$ cat config.mk
export PLATFORM = sky130hd
export DESIGN_NAME = id_ex_pipe_reg_flat
export DESIGN_NICKNAME = d
export VERILOG_FILES = /design/src/rtl/id_ex_pipe_reg_if.sv /design/src/rtl/id_ex_pipe_reg.sv /design/src/flat_wrapper.sv
export SDC_FILE = /design/constraint.sdc
export NUM_CORES = 1
export LEC_CHECK = 0
export CAP_MARGIN = 20
export CORE_AREA = 2 2 155 157
export CTS_CLUSTER_DIAMETER = 80
export DETAILED_ROUTE_END_ITERATION = 6
export DIE_AREA = 0 0 157 159
export GPL_TIMING_DRIVEN = 0
export HOLD_SLACK_MARGIN = 0.12
export PLACE_DENSITY = 0.71
export REMOVE_ABC_BUFFERS = 1
export SYNTH_ARGS = -nofsm -noshare
export SYNTH_HDL_FRONTEND = slang
export SYNTH_SLANG_ARGS = --single-unit
$ cat constraint.sdc
create_clock -name i_clk -period 2.85 [get_ports i_clk]
set_input_delay 0.285 -clock i_clk [delete_from_list [all_inputs] [get_ports i_clk]]
set_output_delay 0.285 -clock i_clk [all_outputs]
set_load 0.02 [all_outputs]
$ cat src/rtl/id_ex_pipe_reg_if.sv
// ----------------------------------------------------------------------------
// id_ex_if : signal bundle between the decode stage and the ID/EX pipeline
// register of the RV32I core.
//   *_d          decode-stage control/data presented to the register
//   i_flush_e    taken branch/jump resolved in EX
//   i_hold_e     multi-cycle EX unit freezes the EX register
//   i_cnt_clr    synchronous clear of the bubble counter
//   o_*_e        registered EX-stage copies
//   o_stall_fd   freeze PC and IF/ID (combinational)
//   o_bubble_cnt saturating count of inserted bubbles
// Modports: master = decode/control side, slave = the pipeline register.
// ----------------------------------------------------------------------------
interface id_ex_if #(
  parameter int XLEN  = 32,
  parameter int CNT_W = 16
);
  logic             i_valid_d;
  logic [1:0]       i_result_src_d;
  logic             i_branch_d;
  logic             i_jmp_d;
  logic             i_mem_write_d;
  logic             i_reg_write_d;
  logic [2:0]       i_alu_ctl_d;
  logic             i_alu_src_d;
  logic [XLEN-1:0]  i_rd1_d;
  logic [XLEN-1:0]  i_rd2_d;
  logic [XLEN-1:0]  i_pc_d;
  logic [XLEN-1:0]  i_pc_plus4_d;
  logic [XLEN-1:0]  i_imm_ext_d;
  logic [4:0]       i_rs1_d;
  logic [4:0]       i_rs2_d;
  logic [4:0]       i_rd_d;
  logic             i_flush_e;
  logic             i_hold_e;
  logic             i_cnt_clr;

  logic             o_valid_e;
  logic [1:0]       o_result_src_e;
  logic             o_branch_e;
  logic             o_jmp_e;
  logic             o_mem_write_e;
  logic             o_reg_write_e;
  logic [2:0]       o_alu_ctl_e;
  logic             o_alu_src_e;
  logic [XLEN-1:0]  o_rd1_e;
  logic [XLEN-1:0]  o_rd2_e;
  logic [XLEN-1:0]  o_pc_e;
  logic [XLEN-1:0]  o_pc_plus4_e;
  logic [XLEN-1:0]  o_imm_ext_e;
  logic [4:0]       o_rs1_e;
  logic [4:0]       o_rs2_e;
  logic [4:0]       o_rd_e;
  logic             o_stall_fd;
  logic [CNT_W-1:0] o_bubble_cnt;

  modport master (
    output i_valid_d, i_result_src_d, i_branch_d, i_jmp_d, i_mem_write_d,
           i_reg_write_d, i_alu_ctl_d, i_alu_src_d, i_rd1_d, i_rd2_d, i_pc_d,
           i_pc_plus4_d, i_imm_ext_d, i_rs1_d, i_rs2_d, i_rd_d,
           i_flush_e, i_hold_e, i_cnt_clr,
    input  o_valid_e, o_result_src_e, o_branch_e, o_jmp_e, o_mem_write_e,
           o_reg_write_e, o_alu_ctl_e, o_alu_src_e, o_rd1_e, o_rd2_e, o_pc_e,
           o_pc_plus4_e, o_imm_ext_e, o_rs1_e, o_rs2_e, o_rd_e,
           o_stall_fd, o_bubble_cnt
  );

  modport slave (
    input  i_valid_d, i_result_src_d, i_branch_d, i_jmp_d, i_mem_write_d,
           i_reg_write_d, i_alu_ctl_d, i_alu_src_d, i_rd1_d, i_rd2_d, i_pc_d,
           i_pc_plus4_d, i_imm_ext_d, i_rs1_d, i_rs2_d, i_rd_d,
           i_flush_e, i_hold_e, i_cnt_clr,
    output o_valid_e, o_result_src_e, o_branch_e, o_jmp_e, o_mem_write_e,
           o_reg_write_e, o_alu_ctl_e, o_alu_src_e, o_rd1_e, o_rd2_e, o_pc_e,
           o_pc_plus4_e, o_imm_ext_e, o_rs1_e, o_rs2_e, o_rd_e,
           o_stall_fd, o_bubble_cnt
  );
endinterface

$ cat src/rtl/id_ex_pipe_reg.sv
// ----------------------------------------------------------------------------
// id_ex_pipe_reg : ID/EX pipeline register of the 5-stage RV32I core.
// Latches decode control, register-file data, PC and immediate into EX,
// detects load-use hazards (stalls F/D and inserts a bubble), honours EX
// flush and EX hold, and counts inserted bubbles with a saturating counter.
// Ports:
//   i_clk    clock, rising edge
//   i_rst_n  asynchronous active-low reset
//   bus      id_ex_if.slave : all *_d inputs, flush/hold/clear controls,
//            registered *_e outputs, o_stall_fd and o_bubble_cnt
// ----------------------------------------------------------------------------
module id_ex_pipe_reg #(
  parameter int XLEN  = 32,
  parameter int CNT_W = 16
) (
  input  logic   i_clk,
  input  logic   i_rst_n,
  id_ex_if.slave bus
);

  typedef struct packed {
    logic            valid;
    logic [1:0]      result_src;
    logic            branch;
    logic            jmp;
    logic            mem_write;
    logic            reg_write;
    logic [2:0]      alu_ctl;
    logic            alu_src;
    logic [XLEN-1:0] rd1;
    logic [XLEN-1:0] rd2;
    logic [XLEN-1:0] pc;
    logic [XLEN-1:0] pc_plus4;
    logic [XLEN-1:0] imm_ext;
    logic [4:0]      rs1;
    logic [4:0]      rs2;
    logic [4:0]      rd;
  } ex_fields_t;

  localparam logic [CNT_W-1:0] CNT_MAX = {CNT_W{1'b1}};
  localparam logic [CNT_W-1:0] CNT_ONE = {{(CNT_W-1){1'b0}}, 1'b1};

  ex_fields_t       e_r;
  ex_fields_t       e_nxt_s;
  ex_fields_t       d_s;
  logic [CNT_W-1:0] cnt_r;
  logic [CNT_W-1:0] cnt_nxt_s;
  logic             lu_s;
  logic             stall_s;
  logic             bubble_s;

  // Gather the decode-stage fields into one record.
  always_comb begin
    d_s            = '0;
    d_s.valid      = bus.i_valid_d;
    d_s.result_src = bus.i_result_src_d;
    d_s.branch     = bus.i_branch_d;
    d_s.jmp        = bus.i_jmp_d;
    d_s.mem_write  = bus.i_mem_write_d;
    d_s.reg_write  = bus.i_reg_write_d;
    d_s.alu_ctl    = bus.i_alu_ctl_d;
    d_s.alu_src    = bus.i_alu_src_d;
    d_s.rd1        = bus.i_rd1_d;
    d_s.rd2        = bus.i_rd2_d;
    d_s.pc         = bus.i_pc_d;
    d_s.pc_plus4   = bus.i_pc_plus4_d;
    d_s.imm_ext    = bus.i_imm_ext_d;
    d_s.rs1        = bus.i_rs1_d;
    d_s.rs2        = bus.i_rs2_d;
    d_s.rd         = bus.i_rd_d;
  end

  // Load-use detection, stall request and bubble decision.
  // x0 is never a real destination, so rd=0 cannot create a hazard.
  always_comb begin
    lu_s     = e_r.valid & (e_r.result_src == 2'b01) & (e_r.rd != 5'd0) &
               bus.i_valid_d &
               ((bus.i_rs1_d == e_r.rd) | (bus.i_rs2_d == e_r.rd));
    // A flush squashes the ID instruction anyway, so there is nothing to stall.
    stall_s  = ~bus.i_flush_e & (lu_s | bus.i_hold_e);
    // Hold outranks the load-use bubble; flush outranks both.
    bubble_s = bus.i_flush_e | (~bus.i_hold_e & lu_s);
  end

  // Next EX register contents: flush > hold > load-use bubble > load.
  always_comb begin
    e_nxt_s = e_r;
    if (bus.i_flush_e) begin
      e_nxt_s = '0;
    end else if (bus.i_hold_e) begin
      e_nxt_s = e_r;
    end else if (lu_s) begin
      e_nxt_s = '0;
    end else begin
      e_nxt_s = d_s;
    end
  end

  // Next bubble count: clear wins, otherwise saturating increment.
  always_comb begin
    cnt_nxt_s = cnt_r;
    if (bus.i_cnt_clr) begin
      cnt_nxt_s = '0;
    end else if (bubble_s && (cnt_r != CNT_MAX)) begin
      cnt_nxt_s = cnt_r + CNT_ONE;
    end else begin
      cnt_nxt_s = cnt_r;
    end
  end

  // EX-stage register and bubble counter.
  always_ff @(posedge i_clk or negedge i_rst_n) begin
    if (!i_rst_n) begin
      e_r   <= '0;
      cnt_r <= '0;
    end else begin
      e_r   <= e_nxt_s;
      cnt_r <= cnt_nxt_s;
    end
  end

  assign bus.o_valid_e      = e_r.valid;
  assign bus.o_result_src_e = e_r.result_src;
  assign bus.o_branch_e     = e_r.branch;
  assign bus.o_jmp_e        = e_r.jmp;
  assign bus.o_mem_write_e  = e_r.mem_write;
  assign bus.o_reg_write_e  = e_r.reg_write;
  assign bus.o_alu_ctl_e    = e_r.alu_ctl;
  assign bus.o_alu_src_e    = e_r.alu_src;
  assign bus.o_rd1_e        = e_r.rd1;
  assign bus.o_rd2_e        = e_r.rd2;
  assign bus.o_pc_e         = e_r.pc;
  assign bus.o_pc_plus4_e   = e_r.pc_plus4;
  assign bus.o_imm_ext_e    = e_r.imm_ext;
  assign bus.o_rs1_e        = e_r.rs1;
  assign bus.o_rs2_e        = e_r.rs2;
  assign bus.o_rd_e         = e_r.rd;
  assign bus.o_stall_fd     = stall_s;
  assign bus.o_bubble_cnt   = cnt_r;

endmodule

$ cat src/flat_wrapper.sv
// flat-port wrapper written by rule: the top's interface ports become plain ports
module id_ex_pipe_reg_flat 
#(
  parameter int XLEN  = 32,
  parameter int CNT_W = 16
)
  (i_clk, i_rst_n, bus_i_valid_d, bus_i_result_src_d, bus_i_branch_d, bus_i_jmp_d, bus_i_mem_write_d, bus_i_reg_write_d, bus_i_alu_ctl_d, bus_i_alu_src_d, bus_i_rd1_d, bus_i_rd2_d, bus_i_pc_d, bus_i_pc_plus4_d, bus_i_imm_ext_d, bus_i_rs1_d, bus_i_rs2_d, bus_i_rd_d, bus_i_flush_e, bus_i_hold_e, bus_i_cnt_clr, bus_o_valid_e, bus_o_result_src_e, bus_o_branch_e, bus_o_jmp_e, bus_o_mem_write_e, bus_o_reg_write_e, bus_o_alu_ctl_e, bus_o_alu_src_e, bus_o_rd1_e, bus_o_rd2_e, bus_o_pc_e, bus_o_pc_plus4_e, bus_o_imm_ext_e, bus_o_rs1_e, bus_o_rs2_e, bus_o_rd_e, bus_o_stall_fd, bus_o_bubble_cnt);
  id_ex_if #(.XLEN(XLEN), .CNT_W(CNT_W)) bus_i ();
  input  logic i_clk;
  input  logic i_rst_n;
  input wire logic [$bits(bus_i.i_valid_d)-1:0] bus_i_valid_d;
  input wire logic [$bits(bus_i.i_result_src_d)-1:0] bus_i_result_src_d;
  input wire logic [$bits(bus_i.i_branch_d)-1:0] bus_i_branch_d;
  input wire logic [$bits(bus_i.i_jmp_d)-1:0] bus_i_jmp_d;
  input wire logic [$bits(bus_i.i_mem_write_d)-1:0] bus_i_mem_write_d;
  input wire logic [$bits(bus_i.i_reg_write_d)-1:0] bus_i_reg_write_d;
  input wire logic [$bits(bus_i.i_alu_ctl_d)-1:0] bus_i_alu_ctl_d;
  input wire logic [$bits(bus_i.i_alu_src_d)-1:0] bus_i_alu_src_d;
  input wire logic [$bits(bus_i.i_rd1_d)-1:0] bus_i_rd1_d;
  input wire logic [$bits(bus_i.i_rd2_d)-1:0] bus_i_rd2_d;
  input wire logic [$bits(bus_i.i_pc_d)-1:0] bus_i_pc_d;
  input wire logic [$bits(bus_i.i_pc_plus4_d)-1:0] bus_i_pc_plus4_d;
  input wire logic [$bits(bus_i.i_imm_ext_d)-1:0] bus_i_imm_ext_d;
  input wire logic [$bits(bus_i.i_rs1_d)-1:0] bus_i_rs1_d;
  input wire logic [$bits(bus_i.i_rs2_d)-1:0] bus_i_rs2_d;
  input wire logic [$bits(bus_i.i_rd_d)-1:0] bus_i_rd_d;
  input wire logic [$bits(bus_i.i_flush_e)-1:0] bus_i_flush_e;
  input wire logic [$bits(bus_i.i_hold_e)-1:0] bus_i_hold_e;
  input wire logic [$bits(bus_i.i_cnt_clr)-1:0] bus_i_cnt_clr;
  output wire logic [$bits(bus_i.o_valid_e)-1:0] bus_o_valid_e;
  output wire logic [$bits(bus_i.o_result_src_e)-1:0] bus_o_result_src_e;
  output wire logic [$bits(bus_i.o_branch_e)-1:0] bus_o_branch_e;
  output wire logic [$bits(bus_i.o_jmp_e)-1:0] bus_o_jmp_e;
  output wire logic [$bits(bus_i.o_mem_write_e)-1:0] bus_o_mem_write_e;
  output wire logic [$bits(bus_i.o_reg_write_e)-1:0] bus_o_reg_write_e;
  output wire logic [$bits(bus_i.o_alu_ctl_e)-1:0] bus_o_alu_ctl_e;
  output wire logic [$bits(bus_i.o_alu_src_e)-1:0] bus_o_alu_src_e;
  output wire logic [$bits(bus_i.o_rd1_e)-1:0] bus_o_rd1_e;
  output wire logic [$bits(bus_i.o_rd2_e)-1:0] bus_o_rd2_e;
  output wire logic [$bits(bus_i.o_pc_e)-1:0] bus_o_pc_e;
  output wire logic [$bits(bus_i.o_pc_plus4_e)-1:0] bus_o_pc_plus4_e;
  output wire logic [$bits(bus_i.o_imm_ext_e)-1:0] bus_o_imm_ext_e;
  output wire logic [$bits(bus_i.o_rs1_e)-1:0] bus_o_rs1_e;
  output wire logic [$bits(bus_i.o_rs2_e)-1:0] bus_o_rs2_e;
  output wire logic [$bits(bus_i.o_rd_e)-1:0] bus_o_rd_e;
  output wire logic [$bits(bus_i.o_stall_fd)-1:0] bus_o_stall_fd;
  output wire logic [$bits(bus_i.o_bubble_cnt)-1:0] bus_o_bubble_cnt;
  assign bus_i.i_valid_d = bus_i_valid_d;
  assign bus_i.i_result_src_d = bus_i_result_src_d;
  assign bus_i.i_branch_d = bus_i_branch_d;
  assign bus_i.i_jmp_d = bus_i_jmp_d;
  assign bus_i.i_mem_write_d = bus_i_mem_write_d;
  assign bus_i.i_reg_write_d = bus_i_reg_write_d;
  assign bus_i.i_alu_ctl_d = bus_i_alu_ctl_d;
  assign bus_i.i_alu_src_d = bus_i_alu_src_d;
  assign bus_i.i_rd1_d = bus_i_rd1_d;
  assign bus_i.i_rd2_d = bus_i_rd2_d;
  assign bus_i.i_pc_d = bus_i_pc_d;
  assign bus_i.i_pc_plus4_d = bus_i_pc_plus4_d;
  assign bus_i.i_imm_ext_d = bus_i_imm_ext_d;
  assign bus_i.i_rs1_d = bus_i_rs1_d;
  assign bus_i.i_rs2_d = bus_i_rs2_d;
  assign bus_i.i_rd_d = bus_i_rd_d;
  assign bus_i.i_flush_e = bus_i_flush_e;
  assign bus_i.i_hold_e = bus_i_hold_e;
  assign bus_i.i_cnt_clr = bus_i_cnt_clr;
  assign bus_o_valid_e = bus_i.o_valid_e;
  assign bus_o_result_src_e = bus_i.o_result_src_e;
  assign bus_o_branch_e = bus_i.o_branch_e;
  assign bus_o_jmp_e = bus_i.o_jmp_e;
  assign bus_o_mem_write_e = bus_i.o_mem_write_e;
  assign bus_o_reg_write_e = bus_i.o_reg_write_e;
  assign bus_o_alu_ctl_e = bus_i.o_alu_ctl_e;
  assign bus_o_alu_src_e = bus_i.o_alu_src_e;
  assign bus_o_rd1_e = bus_i.o_rd1_e;
  assign bus_o_rd2_e = bus_i.o_rd2_e;
  assign bus_o_pc_e = bus_i.o_pc_e;
  assign bus_o_pc_plus4_e = bus_i.o_pc_plus4_e;
  assign bus_o_imm_ext_e = bus_i.o_imm_ext_e;
  assign bus_o_rs1_e = bus_i.o_rs1_e;
  assign bus_o_rs2_e = bus_i.o_rs2_e;
  assign bus_o_rd_e = bus_i.o_rd_e;
  assign bus_o_stall_fd = bus_i.o_stall_fd;
  assign bus_o_bubble_cnt = bus_i.o_bubble_cnt;
  id_ex_pipe_reg #(.XLEN(XLEN), .CNT_W(CNT_W)) u_core (.i_clk(i_clk), .i_rst_n(i_rst_n), .bus(bus_i));
endmodule
==> run metrics, run 1 <==
outcome complete, no violations; Layout Cells excl Fill 1258; Slowest-stage cell, CP or4_1; Max FO, Critical Path 5; DR WL/cell 18.59 um; vias per inst 4.893; Post-DP Area 11970 um2; largest net degree at the start of global routing 105; die height 159 um; XOR/XNOR Fraction of Synth Area 1.288%; sequential share of the synthesized area 67.58%; final hold vios 0; Synth area leaders dfrtp_1 68%, a22o_1 22%, clkbuf_1 1.3%, xor2_1 1.3%, buf_2 1.2%; Commonest cells post-synth 202 x dfrtp_1, 186 x a22o_1, 26 x clkbuf_1; slew at the pin closest to its max-slew limit 0.7990 ns; Synth area leader dfrtp_1; CTS Buf Count 23; core box area 23190 um2; Post-Synth Adder-Cell Area 0.1673%; Layout Skew 0.01553 ns; crit end category output port; prevailing post-synth register cell dfrtp_1; CP Data Arrival Time 2.28 ns; GP Congestion 0.7691; Pre-antenna DRT Iters 4; relative slew slack 46.74%; Post-Syn Instances 533; #FFs+latches synth 202; Placed Cells 1213; Clock Sinks 202; PnR worst setup slack 0.2828 ns; Ports 394; diode count 0; Post-synth ARST share 100.0%; worst skew pair latency 0.51 ns; crit path cell chain or4_1 -> o21ai_1 -> nor2_2 -> nor2_1 -> nor2_1 -> dlygate4sd2_1; total die area 24960 um2; Mapped Area 7480 um2; mux contribution to synthesized area 0.2844%; hold path cells 2; Hold Path Class primary input to flop; synth-to-layout area growth 71.44%; total grt overflow 0; DR DRC count 0; worst slack, placed -0.2646 ns; Clock H-tree levels 1; 1st-iter DRT viols 338; CP Class flop to output port; CP most frequent cell nor2_1; minimum clock period 2.567 ns; wire length of the first global-routing pass 36410 um; share of cells above drive strength 1 6.283%; hold_sp bus_i_pc_plus4_d[11]; Final setup viols 0; Hold Slack 0.3726 ns; GR Util All Layers 18.19%; Critical Path Source Type flop; final antenna-violating net count 0; CP startpoint u_core.bus.o_rd_e[0]; vias in the first global route 6366; clk buf depth 3; RSZ-0062 raised after global routing false; FF-to-FF Start u_core.bus.o_rd_e[0]; Reg clk slew, reported paths 0.06 ns; detailed placement HPWL 16650 um; Post-synth EDFFs 0; CTS tree done; period utilization 90.08%; # nets final 1115; initial antenna violation count 0; Final Max Tran Viols 0; leakage 5.618 nW; Peak VDD IR 0.3838 mV; IO Port Bufs 393; Compound-Gate Fraction of Synth Area 23.90%; vias post-DR 6155; most frequent cell after synthesis dfrtp_1; largest family of logic cells by synthesized area compound AO/OA/AOI/OAI gates; number of fill cells 1937; total power 0.007364 W; Worst EP required 2.57 ns; R2R depth 6; Synth top area share 67.58%; Ys Warns 0; CTS root buf clkbuf_16; Netlist cell types 29; initial core utilization 32.25%; Cell Pwr Density 574.2 nW/um2; design area 12820 um2; fmax 389.5 MHz; final wirelength 23390 um; post-synthesis simple-gate area fraction 3.864%; die width 157 um; max cap viols 0; Row Count 56; slowest stage delay, CP 0.57 ns; Post-Syn Area per Cell 14.03 um2
-- layout make-up --
| type | count | area (um2) | share of cell area [%] |
|---|---|---|---|
| Sequential cell | 202 | 5055 | 39.42 |
| Timing Repair Buffer | 411 | 4338 | 33.83 |
| Multi-Input combinational cell | 280 | 2217 | 17.29 |
| Clock buffer | 36 | 714.4 | 5.571 |
| Tap cell | 319 | 399.1 | 3.113 |
| Clock inverter | 5 | 81.33 | 0.6342 |
| Inverter | 5 | 18.77 | 0.1464 |
-- metrics by stage --
step	utilization, %	TNS [ns]
2_1_floorplan	-	-804.98
3_3_place_gp	50.08	-3042.66
3_5_place_dp	51.61	-11.45
4_1_cts	55.29	0
5_1_grt	55.29	0
6_report	55.29	0
-- state kept, by name (all words and copies together), names as in the netlist, 5 cells and up --
signal and count:
u_core.bus.o_imm_ext_e 32, u_core.bus.o_pc_e 32, u_core.bus.o_pc_plus4_e 32, u_core.bus.o_rd1_e 32
u_core.bus.o_rd2_e 32, u_core.bus.o_bubble_cnt 16, u_core.bus.o_rd_e 5, u_core.bus.o_rs1_e 5
u_core.bus.o_rs2_e 5
-- worst max-delay path, delay by kind of cell (launching register included) --
| family | cells | cell delay [ns] |
|---|---|---|
| and+or+nand+nor | 4 | 0.78 |
| AOI/OAI and AO/OA | 1 | 0.20 |
| buffers and inverters | 1 | 0.34 |
| DFF | 1 | 0.45 |
-- where the power goes --
group          total (W)  leakage [nW]  switching [W]  internal [W]
Clock            0.00307         0.390        0.00118       0.00190
Sequential       0.00311          2.70      0.0000934       0.00302
Combinational    0.00118          2.53       0.000527      0.000652
-- what timing repair did --
item	4_1_cts	5_1_grt
gates resized for setup	2	0
hold buffers	1	0
buffers inserted	3	0
hold endpoints to repair	103	0
setup endpoints to repair	27	0
-- routing by layer --
layer / up-vias / share of wire (%) / routed length (um) / track usage, %
met3: 35 / 9.2 / 2151 / 5.770
met2: 274 / 48 / 11220 / 29.96
met5: - / 0 / 0 / 0
met1: 3023 / 41 / 9547 / 23.31
met4: 0 / 2.0 / 476 / 4.337
li1: 2823 / - / - / -
-- cells by family (layout without fill, tap and decap cells) --
| logic type | after synthesis | after routing |
|---|---|---|
| AOI/OAI and AO/OA | 215 | 215 |
| DFF | 202 | 202 |
| xor gates and xnor gates | 11 | 11 |
| adders and majority gates | 1 | 1 |
| and+or+nand+nor | 51 | 51 |
| buffers and inverters | 51 | 457 |
| muxes | 2 | 2 |
-- cells in the final DEF, fill, tap and decap left out, types with 2 or more instances in the layout --
cell,count
a22o_1,186
nor3_1,3
buf_16,9
clkbuf_1,4
clkbuf_16,23
xor2_1,11
dfrtp_1,202
buf_12,6
o21ai_0,10
or3_1,12
clkdlybuf4s50_1,391
and3_1,2
nand3_1,8
or4_1,4
nor2_1,9
inv_1,5
a21oi_1,13
nand4_1,3
buf_8,2
clkbuf_8,9
bufinv_16,2
nand2_1,4
o31ai_1,3
-- path summary, 6_finish.rpt --
check                                               to  slack [ns]
min                        u_core.bus.o_pc_plus4_e[11]        0.37
min reg2reg                 u_core.bus.o_imm_ext_e[30]        0.50
min in group asynchronous        u_core.bus.o_rd1_e[2]        0.41
max reg2reg                u_core.bus.o_bubble_cnt[10]        0.29
max in group asynchronous  u_core.bus.o_pc_plus4_e[29]        1.46
max                                     bus_o_stall_fd        0.28
(Power assumes the default switching activity.)
==> run 2, diff against run 1 <==
--- a/config.mk
+++ b/config.mk
@@ -8,6 +8,7 @@
 export CAP_MARGIN = 20
 export CORE_AREA = 2 2 155 157
 export CTS_CLUSTER_DIAMETER = 80
+export CTS_CLUSTER_SIZE = 25
 export DETAILED_ROUTE_END_ITERATION = 6
 export DIE_AREA = 0 0 157 159
 export GPL_TIMING_DRIVEN = 0
==> constraint.sdc (replaced) <==
create_clock -name i_clk -period 2.7 [get_ports i_clk]
set_input_delay 0.27 -clock i_clk [delete_from_list [all_inputs] [get_ports i_clk]]
set_output_delay 0.27 -clock i_clk [all_outputs]
set_load 0.02 [all_outputs]
==> run 2 against run 1 <==
  * Die area unchanged
  * Register-to-register slack about the same
  * Sequential power increased by 5%
  * Critical path type unchanged
  * Via count decreased by 0.97%
  * Clock skew increased by 0.00054 ns
  * Worst setup slack got worse by 0.15 ns
  * Sequential share of layout area increased by 1.2 points
  * Core utilization decreased by 1.6 points
==> run metrics, run 2 (synthesis results as in run 1) <==
outcome complete, no violations (unchanged); commonest non-fill, non-tap cell in the layout clkdlybuf4s50_1 (unchanged); vias in the first global route 6282 (was 6366); CP Class flop to output port (unchanged); CTS Buf Count 13 (was 23); max cap viols 0 (unchanged); CTS tree done (unchanged); 1st-iter DRT viols 294 (was 338); core box area 23190 um2 (unchanged); vias post-DR 6095 (was 6155); final hold vios 0 (unchanged); FF+latch area 5055 um2 (unchanged); Row Count 56 (unchanged); final antenna-violating net count 0 (unchanged); leakage 5.433 nW (was 5.618 nW); share of cells above drive strength 1 4.788% (was 6.283%); slew at the pin closest to its max-slew limit 0.7894 ns (was 0.7990 ns); final wirelength 22790 um (was 23390 um); slowest stage delay, CP 0.55 ns (was 0.57 ns); initial core utilization 32.25% (unchanged); period utilization 95.10%; Hold Path Class primary input to flop (unchanged); RSZ-0062 raised after global routing false (unchanged); number of fill cells 1958 (was 1937); vias per inst 4.923 (was 4.893); Final Max Tran Viols 0 (unchanged); Worst EP required 2.43 ns (was 2.57 ns); diode count 0 (unchanged); CP startpoint u_core.bus.o_rd_e[0] (unchanged); total die area 24960 um2 (unchanged); Max FO, Critical Path 5 (unchanged); fmax 389.5 MHz; IO Port Bufs 393 (unchanged); hold_sp bus_i_imm_ext_d[27] (was bus_i_pc_plus4_d[11]); minimum clock period 2.568 ns; Pre-antenna DRT Iters 4 (unchanged); design area 12450 um2 (was 12820 um2); synth-to-layout area growth 66.39% (was 71.44%); Buf+Inv Stages, Crit Path 1 (unchanged); Ports 394 (unchanged); multi-input logic area 2218 um2 (was 2217 um2); relative slew slack 47.38% (was 46.74%); largest net degree at the start of global routing 105 (unchanged); Crit path depth 6 (unchanged); initial antenna violation count 0 (unchanged); CP most frequent cell nor2_1 (unchanged); Slowest-stage cell, CP or4_1 (unchanged); Post-DP Area 11970 um2 (unchanged); Reg clk slew, reported paths 0.10 ns (was 0.06 ns); worst skew pair latency 0.47 ns (was 0.51 ns); R2R depth 9 (was 6); wire length of the first global-routing pass 35420 um (was 36410 um); GR Util All Layers 17.62% (was 18.19%); CP Data Arrival Time 2.30 ns (was 2.28 ns); DR DRC count 0 (unchanged); detailed placement HPWL 16650 um (unchanged); CTS root buf clkbuf_16 (unchanged); worst slack, placed -0.3996 ns (was -0.2646 ns); Top delay family on crit path simple AND/OR/NAND/NOR gates (unchanged); clk buf depth 3 (unchanged); crit path cell chain or4_1 -> o21ai_1 -> nor2_2 -> nor2_1 -> nor2_1 -> dlygate4sd2_1 (unchanged); total grt overflow 0 (unchanged); DR WL/cell 18.41 um (was 18.59 um); Clock Sinks 202 (unchanged); Clock H-tree levels 1 (unchanged); crit end category output port (unchanged); Critical Path Source Type flop (unchanged); # nets final 1107 (was 1115); most frequent cells in the layout 391 x clkdlybuf4s50_1, 202 x dfrtp_1, 186 x a22o_1 (unchanged); FF-to-FF Start u_core.bus.o_rd_e[0] (unchanged); PnR worst setup slack 0.1323 ns (was 0.2828 ns); hold path cells 2 (unchanged); Placed Cells 1213 (unchanged); Cell Pwr Density 527.7 nW/um2 (was 574.2 nW/um2); Peak VDD IR 0.3101 mV (was 0.3838 mV); die height 159 um (unchanged); GP Congestion 0.7691 (unchanged); Final setup viols 0 (unchanged); die width 157 um (unchanged); Layout Cells excl Fill 1238 (was 1258); Layout Skew 0.01607 ns (was 0.01553 ns); Hold Slack 0.3953 ns (was 0.3726 ns)
run 2: changes by cell type in the layout (fill, tap and decap cells not counted), sizes merged:
| cell | before | now |
|---|---|---|
| clkbuf | 36 | 13 |
| bufinv | 2 | 1 |
| clkinv | 1 | 3 |
| buf | 18 | 20 |
run 2: path summary, 6_finish.rpt:
check | to | slack (ns)
setup / recovery | bus_o_stall_fd | 0.13
hold / removal | u_core.bus.o_imm_ext_e[27] | 0.40
setup reg to reg | u_core.bus.o_pc_e[17] | 0.28
hold reg to reg | u_core.bus.o_rs2_e[2] | 0.51
max in group asynchronous | u_core.bus.o_pc_e[25] | 1.31
min in group asynchronous | u_core.bus.o_rd1_e[2] | 0.44
run 2: per-stage QoR:
step	power [W]	setup TNS, ns	utilization (%)
3_5_place_dp	0.004580	-27.01	51.61
3_3_place_gp	0.004540	-3095.04	50.08
4_1_cts	0.006674	0	53.66
2_1_floorplan	0.003766	-830.09	-
5_1_grt	0.006841	0	53.66
6_report	0.006568	0	53.66
run 2: worst register-to-register path, stage by stage, from the launching register on:
cell	delay, ns
dfrtp_1	0.47
or4_1	0.55
o21ai_1	0.23
nor2_2	0.09
nor3_4	0.17
buf_4	0.17
buf_16	0.17
buf_8	0.17
buf_16	0.17
a22o_1	0.16
run 2: final cells by class:
class | count | share of cell area, %
clock inverters | 6 | 0.6132
inverters | 5 | 0.1508
clock buffers | 13 | 2.614
multi-input cells | 280 | 17.82
flip-flops and latches | 202 | 40.62
well taps | 319 | 3.207
repair buffers | 413 | 34.98
run 2: per-layer routing:
layer	global-route usage, %	part of all wire [%]	vias up
li1	-	-	2796
met1	23.17	42	2981
met2	28.55	47	281
met3	4.899	8.6	37
met4	4.921	2.4	0
met5	0	0	-
run 2: repair_timing:
| action | CTS | global route |
|---|---|---|
| endpoints found under the setup margin | 87 | 9 |
| hold endpoints to repair | 103 | 0 |
| buffers inserted | 5 | 0 |
| hold buffers | 1 | 0 |
| cloned | 0 | 0 |
| resized for setup | 2 | 1 |
| pin swaps | 1 | 0 |
run 2: report_power, final:
group	switching, W	internal [W]
Combinational	0.000555	0.000690
Sequential	0.0000982	0.00318
Clock	0.00105	0.000999
Total	0.00170	0.00487
==> run 3, diff against run 2 <==
--- a/config.mk
+++ b/config.mk
@@ -15,6 +15,7 @@
 export HOLD_SLACK_MARGIN = 0.12
 export PLACE_DENSITY = 0.71
 export REMOVE_ABC_BUFFERS = 1
+export SLEW_MARGIN = 20
 export SYNTH_ARGS = -nofsm -noshare
 export SYNTH_HDL_FRONTEND = slang
 export SYNTH_SLANG_ARGS = --single-unit
==> run 3 against run 2 <==
  * Non-clock buffer count unchanged
  * Design area decreased by 0.44%
  * Sequential share of layout area rose by 0.18 points
  * Worst setup slack better by 0.023 ns
  * Fmax up 0.91%
  * Sequential power barely moved
  * Critical path type is now flop to flop
==> run metrics, run 3 (synthesis results as in run 1) <==
outcome complete, no violations (unchanged); crit end category flop (was output port); final core occ 53.43% (was 53.66%); Crit path depth 9 (was 6); R2R depth 9 (unchanged); 1st-iter DRT viols 236 (was 294); total power 0.006512 W (was 0.006568 W); CTS tree done (unchanged); initial antenna violation count 0 (unchanged); CP startpoint u_core.bus.o_rd_e[0] (unchanged); # nets final 1107 (unchanged); slew at the pin closest to its max-slew limit 0.6141 ns (was 0.7894 ns); multi-input logic area 2222 um2 (was 2218 um2); crit path cell chain or4_1 -> o21ai_2 -> nor2_2 -> nor3_4 -> buf_16 -> buf_8 -> buf_8 -> buf_8 -> a22o_1 (was or4_1 -> o21ai_1 -> nor2_2 -> nor2_1 -> nor2_1 -> dlygate4sd2_1); Reg-to-Reg End u_core.bus.o_pc_plus4_e[28] (was u_core.bus.o_pc_e[17]); worst skew pair latency 0.47 ns (about the same); CP Data Arrival Time 2.95 ns (was 2.30 ns); CP endpoint u_core.bus.o_pc_plus4_e[28] (was bus_o_stall_fd); core box area 23190 um2 (unchanged); initial core utilization 32.25% (unchanged); fmax 393.0 MHz (was 389.5 MHz); detailed placement HPWL 16820 um (was 16650 um); sequential power share 50.3% (was 49.9%); Row Count 56 (unchanged); Ports 394 (unchanged); die width 157 um (unchanged); GP Congestion 0.7691 (unchanged); design area 12390 um2 (was 12450 um2); number of fill cells 1965 (was 1958); CP Class flop to flop (was flop to output port); Final setup viols 0 (unchanged); Int Power 0.004809 W (was 0.004870 W); total die area 24960 um2 (unchanged); Clock H-tree levels 1 (unchanged); CTS Buf Count 13 (unchanged); vias in the first global route 6208 (was 6282); DR WL/cell 18.28 um (was 18.41 um); period utilization 94.24% (was 95.10%); GR Util All Layers 17.50% (was 17.62%); Slowest-stage cell, CP or4_1 (unchanged); vias post-DR 6146 (was 6095); clk buf depth 3 (unchanged); Hold Path Class primary input to asynchronous set/reset pin (was primary input to flop); Buf+Inv Stages, Crit Path 4 (was 1); Critical Path Source Type flop (unchanged); Clock Power Share 30.7% (was 31.1%); largest net degree at the start of global routing 100 (was 105); max cap viols 0 (unchanged); Switching Share 26.16% (was 25.86%); Cell Pwr Density 525.6 nW/um2 (was 527.7 nW/um2); FF+latch area 5055 um2 (unchanged); CTS root buf clkbuf_16 (unchanged); leakage 5.410 nW (was 5.433 nW); final antenna-violating net count 0 (unchanged); Net Sw Power 0.001704 W (was 0.001698 W); FF-to-FF Start u_core.bus.o_rd_e[0] (unchanged); commonest non-fill, non-tap cell in the layout clkdlybuf4s50_1 (unchanged); Layout Skew 0.01901 ns (was 0.01607 ns); Reg clk slew, reported paths 0.09 ns (was 0.10 ns); diode count 0 (unchanged); slowest stage delay, CP 0.57 ns (was 0.55 ns); Peak VDD IR 0.4918 mV (was 0.3101 mV); DR DRC count 0 (unchanged); vias per inst 4.956 (was 4.923); most frequent cells in the layout 391 x clkdlybuf4s50_1, 202 x dfrtp_1, 186 x a22o_1 (unchanged); Final Max Tran Viols 0 (unchanged); minimum clock period 2.544 ns (was 2.568 ns); synth-to-layout area growth 65.66% (was 66.39%); share of cells above drive strength 1 4.886% (was 4.788%); Worst EP required 3.10 ns (was 2.43 ns); Layout Cells excl Fill 1240 (was 1238); wire length of the first global-routing pass 35050 um (was 35420 um); Max FO, Critical Path 24 (was 5); Placed Cells 1217 (was 1213); relative slew slack 58.93% (was 47.38%); R2R setup slack 0.16 ns (was 0.28 ns); CP most frequent cell buf_8 (was nor2_1); IO Port Bufs 393 (unchanged); Top delay family on crit path simple AND/OR/NAND/NOR gates (unchanged); final hold vios 0 (unchanged); die height 159 um (unchanged); Post-DP Area 11970 um2 (about the same); final wirelength 22660 um (was 22790 um); Pre-antenna DRT Iters 4 (unchanged); total grt overflow 0 (unchanged); Clock Sinks 202 (unchanged); Hold Slack 0.2049 ns (was 0.3953 ns); RSZ-0062 raised after global routing false (unchanged); Gate power share 19.0% (about the same)
## run 3: cell count changes in the layout (fill, tap and decap cells not counted), sizes merged
| cell | delta |
|---|---|
| clkbuf | +3 |
| bufinv | -1 |
| clkinv | -1 |
| inv | +1 |
## run 3: layout make-up
class,count,area share [%]
clock buffers,16,2.797
repair buffers,413,34.71
multi-input cells,280,17.93
clock inverters,5,0.3938
inverters,5,0.1515
well taps,319,3.221
flip-flops and latches,202,40.80
## run 3: worst register-to-register path: cells and delay by family, from the launching register on
family	cells	cell delay, ns
AND/OR/NAND/NOR	3	0.93
flip-flops	1	0.47
buffers and inverters	4	0.78
AO/OA/AOI/OAI	2	0.33
## run 3: power groups by stage
stage                     combinational (W)  sequential [W]  clock [W]
after CTS                           0.00125         0.00328    0.00210
after global routing                0.00131         0.00330    0.00220
final                               0.00123         0.00328    0.00200
after global placement              0.00120         0.00334          0
after detailed placement            0.00125         0.00333          0
after floorplan                    0.000238         0.00353          0
## run 3: how the worst min path moves through the flow
stage | startpoint | endpoint | slack, ns | cells past startpoint
floorplan | i_rst_n | u_core.bus.o_alu_ctl_e[0] | -0.03 | 0
detailed placement | i_rst_n | u_core.bus.o_rs2_e[4] | 0.08 | 1
global route | i_rst_n | u_core.bus.o_rs1_e[3] | 0.19 | 2
finish | i_rst_n | u_core.bus.o_rd_e[1] | 0.20 | 2
CTS | i_rst_n | u_core.bus.o_rd1_e[2] | 0.17 | 2
global placement | u_core.bus.o_pc_plus4_e[15] | u_core.bus.o_pc_plus4_e[15] | 0.49 | 1
## run 3: timing repair
item	4_1_cts	5_1_grt
endpoints found under the hold margin	202	0
resized for setup	2	2
buffers inserted	1	0
hold buffers	1	0
cloned	0	0
pin swaps	1	0
endpoints found under the setup margin	40	8
## run 3: layer usage
layer	part of all wire, %	vias up	GRT usage, %	wire length, um
met5	0	-	0	0
li1	-	2801	-	-
met1	41	3027	22.28	9209
met4	3.0	0	4.545	690
met2	47	278	29.11	10730
met3	9.0	40	5.171	2032
## run 3: through the flow
stage	setup slack, ns	setup TNS [ns]
after global placement	-8.869	-3095.04
final	0.1555	0
after CTS	0.08546	0
after global routing	0.02949	0
after floorplan	-4.463	-830.09
after detailed placement	-0.2625	-12.41
==> variant 1: new RTL, flow settings as in run 1 <==
`CNT_W` is set to 16 in 3 places; all go to 24.
--- a/src/rtl/id_ex_pipe_reg_if.sv
+++ b/src/rtl/id_ex_pipe_reg_if.sv
@@ -12,7 +12,7 @@
 // ----------------------------------------------------------------------------
 interface id_ex_if #(
   parameter int XLEN  = 32,
-  parameter int CNT_W = 16
+  parameter int CNT_W = 24
 );
   logic             i_valid_d;
   logic [1:0]       i_result_src_d;
--- a/src/rtl/id_ex_pipe_reg.sv
+++ b/src/rtl/id_ex_pipe_reg.sv
@@ -11,7 +11,7 @@
 // ----------------------------------------------------------------------------
 module id_ex_pipe_reg #(
   parameter int XLEN  = 32,
-  parameter int CNT_W = 16
+  parameter int CNT_W = 24
 ) (
   input  logic   i_clk,
   input  logic   i_rst_n,
--- a/src/flat_wrapper.sv
+++ b/src/flat_wrapper.sv
@@ -2,7 +2,7 @@
 module id_ex_pipe_reg_flat 
 #(
   parameter int XLEN  = 32,
-  parameter int CNT_W = 16
+  parameter int CNT_W = 24
 )
   (i_clk, i_rst_n, bus_i_valid_d, bus_i_result_src_d, bus_i_branch_d, bus_i_jmp_d, bus_i_mem_write_d, bus_i_reg_write_d, bus_i_alu_ctl_d, bus_i_alu_src_d, bus_i_rd1_d, bus_i_rd2_d, bus_i_pc_d, bus_i_pc_plus4_d, bus_i_imm_ext_d, bus_i_rs1_d, bus_i_rs2_d, bus_i_rd_d, bus_i_flush_e, bus_i_hold_e, bus_i_cnt_clr, bus_o_valid_e, bus_o_result_src_e, bus_o_branch_e, bus_o_jmp_e, bus_o_mem_write_e, bus_o_reg_write_e, bus_o_alu_ctl_e, bus_o_alu_src_e, bus_o_rd1_e, bus_o_rd2_e, bus_o_pc_e, bus_o_pc_plus4_e, bus_o_imm_ext_e, bus_o_rs1_e, bus_o_rs2_e, bus_o_rd_e, bus_o_stall_fd, bus_o_bubble_cnt);
   id_ex_if #(.XLEN(XLEN), .CNT_W(CNT_W)) bus_i ();
Interface: changed (resized bus_o_bubble_cnt); port bits go from 394 to 402. The function was not compared with the original's and may differ.
==> variant 1 against run 1 <==
Global-route usage increased by 0.98 points; sequential share of layout area decreased by 0.14 points; cell count increased by 4.3%; hold slack got worse by 0.010 ns; sequential cell count increased by 8; critical path depth increased by 1; cell area increased by 4.3%; power increased by 4.9%; setup slack got worse by 0.11 ns; synthesized area increased by 6.3%; largest cell class unchanged; routed wire length increased by 7.6%.
==> variant 1: results (changes against run 1) <==
CTS buffer count - 24 (was 23)
Slowest CP cell - dfrtp_1 (was or4_1)
Worst-Margin Slew - 0.890 ns (was 0.799 ns)
Layout Skew - 0.0105 ns (was 0.0155 ns)
Fill count - 1,884 (was 1,937)
Met2 layer usage reported by global route - 32.7% (was 30.0%)
Outcome - complete, no violations (unchanged)
Drt pass-1 iters - 7 (was 4)
Largest net degree at the start of global routing - 115 (was 105)
Met2 wire len - 12,400 um (was 11,200 um)
Post-Syn Instances - 577 (was 533)
M1 GR Usage - 22.4% (was 23.3%)
Initial antenna violation count - 0 (unchanged)
Most frequent cells after synthesis - dfrtp_1 (210), a22o_1 (186), nor2_1 (25), xnor2_1 (25), clkbuf_1 (23) (was dfrtp_1 (202), a22o_1 (186), clkbuf_1 (26))
CTS Root Cell - clkbuf_16 (unchanged)
Final Net Count - 1,167 (was 1,115)
Non-filler cells, final - 1,312 (was 1,258)
Number of library cell types mapped by synthesis - 37 (was 29)
P_seq - 3.23 mW (was 3.11 mW)
Post-synth ARST share - 100% (unchanged)
Leak pwr - 5.75 nW (was 5.62 nW)
Clk. pwr - 3.31 mW (was 3.07 mW)
Ratio of cells with drive above 1 in the final layout - 6.95% (was 6.28%)
Switching part of the total - 25.3% (was 24.4%)
# diodes - 0 (unchanged)
Worst endpoint data arrival time - 2.39 ns (was 2.28 ns)
First-pass GRT wire length - 38,200 um (was 36,400 um)
Gpl congestion - 0.777 (was 0.769)
Slew Limit Fails - 0 (unchanged)
Starting DRT DRC Count - 284 (was 338)
Clock Path Buffers - 3 (unchanged)
Met1 WL - 9590 um (was 9550 um)
Uppermost layer routed - met4 (unchanged)
IO buf count - 401 (was 393)
Grt met3 use - 6.07% (was 5.77%)
Critical path's largest stage delay - 0.45 ns (was 0.57 ns)
DR WL met3 - 2230 um (was 2150 um)
Total GRT Usage - 19.2% (was 18.2%)
CP Max Fanout - 5 (unchanged)
Vias in the first global route - 6,820 (was 6,366)
P_comb - 1.19 mW
Register area share after synthesis - 66.1% (was 67.6%)
Post-DP HPWL - 17,900 um (was 16,600 um)
Clk pin slew, worst setup/hold paths - 0.07 ns
WL final - 25,200 um (was 23,400 um)
CP delay by family, top - simple AND/OR/NAND/NOR gates (unchanged)
Hold Crit Class - input port to flop (unchanged)
Vias - 6,573 (was 6,155)
Post-Place Setup Slack - -0.0770 ns (was -0.265 ns)
Area contributors post-synth - dfrtp_1 (66%), a22o_1 (20%), xnor2_1 (2.8%) (was dfrtp_1 (68%), a22o_1 (22%), clkbuf_1 (1.3%))
VDD IR max - 0.000426 V (was 0.000384 V)
Synth warnings - 0 (unchanged)
## variant 1: worst paths after layout
check	start	slack, ns	to	cells past startpoint
min in group asynchronous	i_rst_n	0.39	u_core.bus.o_rd2_e[4]	2
max in group asynchronous	i_rst_n	1.44	u_core.bus.o_pc_plus4_e[2]	3
setup / recovery	u_core.bus.o_rd_e[1]	0.17	bus_o_stall_fd	7
hold / removal	bus_i_branch_d	0.36	u_core.bus.o_branch_e	2
hold reg to reg	u_core.bus.o_imm_ext_e[0]	0.50	u_core.bus.o_imm_ext_e[0]	1
setup reg to reg	u_core.bus.o_bubble_cnt[0]	0.25	u_core.bus.o_bubble_cnt[19]	8
## variant 1: per-stage QoR
step / cell area [um^2] / setup TNS, ns / hold slack, ns
floorplan: 7720 / -804.98 / -0.0106
global placement: 12100 / -3211.20 / 0.487
detailed placement: 12500 / -3.63 / 0.367
CTS: 13400 / 0 / 0.337
global route: 13400 / 0 / 0.347
finish: 13400 / 0 / 0.362
## variant 1: repair_timing
| action | 4_1_cts | 5_1_grt |
|---|---|---|
| setup endpoints to repair | 1 | 96 |
| buffers inserted | 0 | 2 |
| endpoints found under the hold margin | 96 | 0 |
| gates resized for setup | 3 | 0 |
| gates cloned | 0 | 1 |
| hold buffers | 1 | 0 |
| pin swaps | 0 | 1 |
## variant 1: kinds of logic after synthesis
family	synth area share (%)
adder cells (fa/ha/maj)	0.157
buffers and inverters	2.99
AO/OA/AOI/OAI	22.0
AND/OR/NAND/NOR	5.74
XOR/XNOR	2.86
flip-flops	66.1
multiplexers	0.126
## variant 1: layout make-up
cell class,count,area share (%)
Clock inverter,19,1.75
Clock buffer,25,4.68
Timing Repair Buffer,418,32.7
Inverter,1,0.0281
Tap cell,319,2.98
Multi-Input combinational cell,320,18.6
Sequential cell,210,39.3
==> variant 2: new RTL, config.mk and constraints of run 1 <==
Without the edit above. Make the reset (`i_rst_n`) synchronous in one clocked block. Comments in the files are not updated.
--- a/src/rtl/id_ex_pipe_reg.sv
+++ b/src/rtl/id_ex_pipe_reg.sv
@@ -109,7 +109,7 @@
   end
 
   // EX-stage register and bubble counter.
-  always_ff @(posedge i_clk or negedge i_rst_n) begin
+  always_ff @(posedge i_clk) begin
     if (!i_rst_n) begin
       e_r   <= '0;
       cnt_r <= '0;
Check against the original RTL: not settled (the Yosys comparison gave no result); the edit may change what the design does.
==> variant 2 against run 1 <==
Combinational power is 26% lower; utilization shrank 1.1 points; sequential cell count is the same; critical endpoint unchanged; sequential power down 5%; cell area shrank 1.9%; synthesized area is 1.2% higher; power decreased by 8.2%; hold slack got worse by 0.090 ns; synthesized cell count increased by 77%; first-iteration DRC count is 41% higher; critical path depth decreased by 1; critical path type unchanged; routed wire length rose by 16%; setup slack gained 0.10 ns; highest routed layer unchanged.
==> variant 2: results (changes against run 1) <==
WHS Path Cells - 3 (was 2)
Register area share after synthesis - 53.4% (was 67.6%)
Placed Cells - 1,579 (was 1,213)
Most frequent cells after synthesis - dfxtp_1 (202), a21oi_1 (200), nand2_1 (199) (was dfrtp_1 (202), a22o_1 (186), clkbuf_1 (26))
Vias in the first global route - 7,870 (was 6,366)
Layout Skew - 0.0115 ns (was 0.0155 ns)
WL final - 27,100 um (was 23,400 um)
Starting DRT DRC Count - 476 (was 338)
Worst hold start - bus_i_hold_e (was bus_i_pc_plus4_d[11])
Final Net Count - 1,480 (was 1,115)
VDD IR max - 0.000428 V (was 0.000384 V)
Largest net degree at the start of global routing - 108 (was 105)
Area contributors post-synth - dfxtp_1 (53%), a21oi_1 (13%), nand3_1 (13%) (was dfrtp_1 (68%), a22o_1 (22%), clkbuf_1 (1.3%))
Drt pass-1 iters - 5 (was 4)
Dpl cell area - 0.0118 mm^2 (was 0.0120 mm^2)
Outcome - complete, no violations (unchanged)
Main synth FF type - dfxtp_1 (was dfrtp_1)
Fill count - 2,153 (was 1,937)
Wire per inst - 16.7 um (was 18.6 um)
Gpl congestion - 0.797 (was 0.769)
Number of library cell types mapped by synthesis - 39 (was 29)
FF-to-FF End - u_core.bus.o_bubble_cnt[1] (was u_core.bus.o_bubble_cnt[10])
Mapped Avg Cell Area - 8.00 um^2 (was 14.0 um^2)
Worst-Margin Slew - 0.724 ns (was 0.799 ns)
Leak pwr - 4.41 nW (was 5.62 nW)
Worst endpoint data arrival time - 2.18 ns (was 2.28 ns)
Flop2flop setup slack - 0.51 ns (was 0.29 ns)
Hold Slack - 0.283 ns (was 0.373 ns)
R2R depth - 7 (was 6)
==> variant 2: cell types whose count changed after synthesis, moves of 41 or more <==
cell / before / now
nand3_1: 8 / 195
nand2_1: 4 / 199
a22o_1: 186 / 0
clkbuf_1: 26 / 67
dfxtp_1: 0 / 202
a21oi_1: 13 / 200
dfrtp_1: 202 / 0
==> variant 2: cell families (layout without fill, tap and decap cells) <==
family	after synthesis	count (layout)	share of synthesized area [%]
adders and majority gates	1	1	0.165
and+or+nand+nor	425	426	25.5
DFF	202	202	53.4
buffers and inverters	87	445	4.54
AOI/OAI and AO/OA	219	219	15.0
xor gates and xnor gates	11	11	1.27
muxes	1	1	0.132
==> variant 2: how the worst max path moves through the flow <==
| stage | from | to | slack, ns | depth (start not counted) |
|---|---|---|---|---|
| 2_1_floorplan | u_core.bus.o_rd_e[0] | bus_o_stall_fd | -1.88 | 5 |
| 3_3_place_gp | bus_i_hold_e | bus_o_stall_fd | -10.16 | 4 |
| 3_5_place_dp | bus_i_rs1_d[4] | bus_o_stall_fd | -0.23 | 7 |
| 4_1_cts | u_core.bus.o_rd_e[2] | bus_o_stall_fd | 0.01 | 6 |
| 5_1_grt | u_core.bus.o_rd_e[0] | bus_o_stall_fd | 0.28 | 5 |
| 6_report | u_core.bus.o_rd_e[0] | bus_o_stall_fd | 0.38 | 5 |
==> variant 2: power by group <==
part	total, mW	switching (mW)	internal [mW]
clock network	2.93	1.17	1.76
logic	0.873	0.407	0.465
registers	2.95	0.0465	2.91
total	6.76	1.63	5.13
==> variant 2: per-layer routing <==
metal | track usage [%] | vias to the layer above | share of wire, %
met2 | 34.5 | 315 | 47
li1 | - | 3944 | -
met3 | 7.13 | 55 | 9.5
met4 | 6.88 | 0 | 3.3
met1 | 24.1 | 3769 | 40
met5 | 0 | - | 0
==> variant 2: critical path, stage by stage (launching register included) <==
cell	delay [ns]
dfxtp_1	0.37
nor3_1	0.53
a21oi_4	0.20
nand2_8	0.25
a21oi_1	0.10
dlymetal6s2s_1	0.24
==> variant 2: repair_timing <==
action	4_1_cts	5_1_grt
gates cloned	1	0
hold buffers	0	0
gates resized for setup	7	1
hold endpoints to repair	0	0
setup buffers	1	0
setup endpoints to repair	1	1
pin swaps	2	0
==> variant 2: cell type report <==
type | instances | area share [%]
clock inverter | 7 | 0.507
inverter | 2 | 0.0995
timing repair buffer | 401 | 32.7
clock buffer | 35 | 5.49
sequential | 202 | 32.2
tap | 319 | 3.17
multi-input combinational | 658 | 25.8
